## src/rtl/ram_bank_loader.sv

```systemverilog
// Stream-to-RAM write sequencer: accepts a programmed number of words from a
// valid/ready stream and issues one registered ram_bank write per word.
module ram_bank_loader #(
  parameter int unsigned ADDR_BIT   = 3,
  parameter int unsigned DATA_BIT   = 16,
  parameter int unsigned MEM_HEIGHT = 8
) (
  input  logic                clk,
  input  logic                rst,
  input  logic                start,
  input  logic [ADDR_BIT-1:0] base_addr,
  input  logic [ADDR_BIT:0]   length,
  input  logic                in_valid,
  input  logic [DATA_BIT-1:0] in_data,
  output logic                in_ready,
  output logic                en,
  output logic                we,
  output logic                re,
  output logic [ADDR_BIT-1:0] addr_w,
  output logic [DATA_BIT-1:0] d_w,
  output logic                busy,
  output logic                done,
  output logic [ADDR_BIT:0]   count
);

  localparam int unsigned CW = ADDR_BIT + 1;
  localparam logic [ADDR_BIT-1:0] LAST_ADDR = ADDR_BIT'(MEM_HEIGHT - 1);
  localparam logic [CW-1:0]       DEPTH     = CW'(MEM_HEIGHT);

  typedef enum logic [1:0] {
    IDLE = 2'd0,
    LOAD = 2'd1,
    DONE = 2'd2
  } state_e;

  state_e              state_q, state_d;
  logic [ADDR_BIT-1:0] ptr_q, ptr_d;
  logic [CW-1:0]       rem_q, rem_d;
  logic [CW-1:0]       count_q, count_d;
  logic                strobe_q, strobe_d;
  logic [ADDR_BIT-1:0] addr_q, addr_d;
  logic [DATA_BIT-1:0] data_q, data_d;
  logic                ready_q, busy_q, done_q;

  logic [ADDR_BIT-1:0] base_mod_c;
  logic [CW-1:0]       len_clamp_c;

  assign base_mod_c  = ADDR_BIT'(32'(base_addr) % MEM_HEIGHT);
  assign len_clamp_c = (length > DEPTH) ? DEPTH : length;

  // Next-state, pointer/counter and write-port update
  always_comb begin
    state_d  = state_q;
    ptr_d    = ptr_q;
    rem_d    = rem_q;
    count_d  = count_q;
    strobe_d = 1'b0;
    addr_d   = addr_q;
    data_d   = data_q;
    unique case (state_q)
      IDLE: begin
        if (start) begin
          ptr_d   = base_mod_c;
          rem_d   = len_clamp_c;
          count_d = '0;
          state_d = (len_clamp_c == '0) ? DONE : LOAD;
        end
      end
      LOAD: begin
        if (in_valid) begin
          strobe_d = 1'b1;
          addr_d   = ptr_q;
          data_d   = in_data;
          ptr_d    = (ptr_q == LAST_ADDR) ? '0 : ptr_q + ADDR_BIT'(1);
          count_d  = count_q + CW'(1);
          rem_d    = rem_q - CW'(1);
          if (rem_q == CW'(1)) state_d = DONE;
        end
      end
      DONE:    state_d = IDLE;
      default: state_d = IDLE;
    endcase
  end

  // Status flags are registered from the next state so they track state_q exactly
  always_ff @(posedge clk or posedge rst) begin
    if (rst) begin
      state_q  <= IDLE;
      ptr_q    <= '0;
      rem_q    <= '0;
      count_q  <= '0;
      strobe_q <= 1'b0;
      addr_q   <= '0;
      data_q   <= '0;
      ready_q  <= 1'b0;
      busy_q   <= 1'b0;
      done_q   <= 1'b0;
    end else begin
      state_q  <= state_d;
      ptr_q    <= ptr_d;
      rem_q    <= rem_d;
      count_q  <= count_d;
      strobe_q <= strobe_d;
      addr_q   <= addr_d;
      data_q   <= data_d;
      ready_q  <= (state_d == LOAD);
      busy_q   <= (state_d != IDLE);
      done_q   <= (state_d == DONE);
    end
  end

  assign in_ready = ready_q;
  assign en       = strobe_q;
  assign we       = strobe_q;
  assign re       = 1'b0;
  assign addr_w   = addr_q;
  assign d_w      = data_q;
  assign busy     = busy_q;
  assign done     = done_q;
  assign count    = count_q;

endmodule

```

## config.mk

```make
export PLATFORM = sky130hd
export DESIGN_NAME = ram_bank_loader
export DESIGN_NICKNAME = d
export VERILOG_FILES = /design/src/rtl/ram_bank_loader.sv
export SDC_FILE = /design/constraint.sdc
export NUM_CORES = 1
export LEC_CHECK = 0
export BUFFER_PORTS_ARGS = -buffer_cell sky130_fd_sc_hd__buf_2
export CAP_MARGIN = 5
export CORE_MARGIN = 2
export CORE_UTILIZATION = 35
export DETAILED_ROUTE_END_ITERATION = 6
export MAX_ROUTING_LAYER = met4
export SYNTH_ARGS = -nofsm -noshare
export SYNTH_HDL_FRONTEND = slang
export SYNTH_SLANG_ARGS = --single-unit
```

## constraint.sdc

```tcl
create_clock -name clk -period 2.3 [get_ports clk]
set_clock_uncertainty 0.05 [all_clocks]
set_input_delay 0.23 -clock clk [delete_from_list [all_inputs] [get_ports clk]]
set_output_delay 0.23 -clock clk [all_outputs]
set_load 0.005 [all_outputs]
```

==> metrics <==
Worst Setup End Kind flip-flop; sequential share of power 0.434; Die X 71.3 um; EDFF count, synth 0; Setup-failing EPs final 0; P_sw roughly 0.97 mW; Final nets 258; # diodes 0; Clock Pin Slew Worst Setup and Hold Paths 70 ps; PwrDens approximately 1300 nW/um2; Min-Delay Path Class in -> reg; Synth Warn # 0; peak supply drop about 430 uV; syn_nets between 200 and 250; Worst-Margin Slew approximately 740 ps; Power Internal 1.61 mW; met1 Use GR 0.206; leakage power 1.08 nW; final worst path period share 0.760; cts bufs inserted 5; Post-Syn Instances 171; Sink Count 36; Area contributors post-synth dfrtp_1 57%, nand2_1 15%, ha_1 3.9%; M2 GR Usage 0.192; max-cap violation count 0; Seq/Total Area, Yosys 0.568; CP Launch Type flip-flop; fraction of registers with async set/reset 1.00; clock root buffer clkbuf_8; Routed Antenna Nets 0; cell with the most instances after synthesis nand2_1; GR Util met3 0.0436; area delta synth->final 25.2%; Peak Freq 572 MHz; Synth Flop Type dfrtp_1; drt pass-1 iters 4; Ports between 50 and 60; post-DP HPWL around 2.4 mm; pin count of the biggest net entering global routing 37; design area 1980 um2; Post-Route Setup TNS 0 ps; Initial Util 0.364; clock tree buffer depth 2; Iter 0 DRT Violations 57; Final Hold Viols 0; share of layout cells above drive strength 1 0.295; Logic pwr share 0.384; CORE AREA between 4000 and 5000 um2; post-CTS setup buffer count 0; Placement Cell Area about 1900 um2; Die Height 71.3 um; PostCTS Resize Cnt 0; status finished clean; biggest area consumer among synthesized cells dfrtp_1; CP Data Required Time roughly 2400 ps; WP data arrival ~1900 ps; FILL cells 435; kind of critical path reg -> reg; switching share of total power 0.375; relative slew slack 0.500; Clk pwr share 0.182; DR WL/cell 12.1 um; gr ovfl total 0; H-tree levels 2; CP Max Fanout 25; Cell variety after synth 28; first-pass GRT wire length approximately 5.6 mm; initial antenna violation count 0; Synth top area share 0.568; Placer Congestion 0.771; CTS tree yes; residual DRC count 0; Worst-Skew Late Latency 290 ps; busiest layer in global routing met1; row cnt 24; top cells by count, synth 64 x nand2_1, 36 x dfrtp_1, 10 x nor2_1; post-synthesis register bit count 36; area of the die 5080 um2; Vias per Instance approximately 4.7; RSZ-0062 raised after global routing false; number of global-route vias before repair 1190; routed wire length between 3 and 4 mm; Netlist Area Pre-Place 1590 um2; count of pins over their slew limit 0; Total GRT Usage 0.147; fin crit period 1750 ps; Mean Syn Cell Area between 9 and 10 um2; via count of the routed design around 1300; Buffers on Ports 54
-- kinds of logic after synthesis --
| logic type | count (synthesis) | share of synthesized area |
|---|---|---|
| simple gates | 90 | 0.241 |
| flops | 36 | 0.568 |
| compound gates | 22 | 0.0892 |
| buf+inv | 15 | 0.0489 |
| fa+ha+maj | 5 | 0.0395 |
| xor+xnor | 2 | 0.0111 |
| other cells | 1 | 0.00237 |
-- power by group through the flow --
stage / sequential, mW / combinational, mW / clock [mW]
finish: 1.12 / 0.986 / 0.468
global route: 1.15 / 1.15 / 0.514
CTS: 1.12 / 1.00 / 0.484
detailed placement: 1.13 / 1.00 / 0
global placement: 1.13 / 0.986 / 0
floorplan: 1.12 / 0.635 / 0
-- placed cells by master (no fill, tap or decap), types with 2 or more instances in the layout --
master	n
nand2b_1	4
nand3_1	2
clkinv_2	3
buf_2	54
clkbuf_8	6
nand2_1	64
o21ai_0	5
dfrtp_1	36
nor2_1	10
buf_4	2
ha_1	5
a21oi_1	9
nor3b_1	2
nand4_1	2
xor2_1	2
a22o_1	2
a31oi_1	2
inv_1	5
nor3_1	2
-- final timing paths --
kind / start / end / slack (ps) / cells past startpoint
setup / recovery: state_q[0] / count[3] / 550 / 6
hold / removal: in_data[5] / d_w[5] / 80 / 3
setup reg to reg: state_q[0] / count[3] / 550 / 6
hold reg to reg: d_w[4] / d_w[4] / 420 / 2
max in group asynchronous: rst / ptr_q[2] / 1340 / 4
min in group asynchronous: rst / d_w[6] / 540 / 4
-- state kept, by name, indices dropped and copies added (netlist names) --
signal and count:
addr_w 3, busy 1, count 4, d_w 16
done 1, en 1, in_ready 1, ptr_q 3
rem_q 4, state_q 2
-- worst max-delay path: stages (launching register included) --
cell and delay (ps):
dfrtp_1 420, nor2b_1 180, nand2_4 220, clkinv_2 340, nand4_1 220, xor2_1 150, nor2_1 50
-- stage by stage --
step	power, mW	util	setup slack [ps]	cells	hold slack [ps]
after floorplan	1.76	-	1030	171	285
after global placement	2.12	0.432	588	270	309
after detailed placement	2.13	0.432	528	270	312
after CTS	2.61	0.456	521	279	69.1
after global routing	2.82	0.456	389	279	78.9
final	2.57	0.456	552	279	78.6
-- timing repair --
| action | CTS | global route |
|---|---|---|
| hold buffers | 1 | 0 |
| endpoints found under the hold margin | 36 | 0 |
| endpoints found under the setup margin | 0 | 0 |
-- final cells by class --
| class | instances | area [um2] | share of cell area |
|---|---|---|---|
| repair buffers | 57 | 295 | 0.149 |
| inverters | 6 | 23.8 | 0.0120 |
| multi-input cells | 120 | 607 | 0.306 |
| clock buffers | 6 | 82.6 | 0.0416 |
| well taps | 52 | 65.1 | 0.0328 |
| flip-flops and latches | 36 | 901 | 0.454 |
| clock inverters | 2 | 10.0 | 0.00504 |
-- metal layers --
layer	part of all wire	routed length (um)
met5	0	0
met2	0.41	1390
met1	0.49	1670
met3	0.074	251
met4	0.022	73
Note: power is estimated with default switching activity, not from simulation.
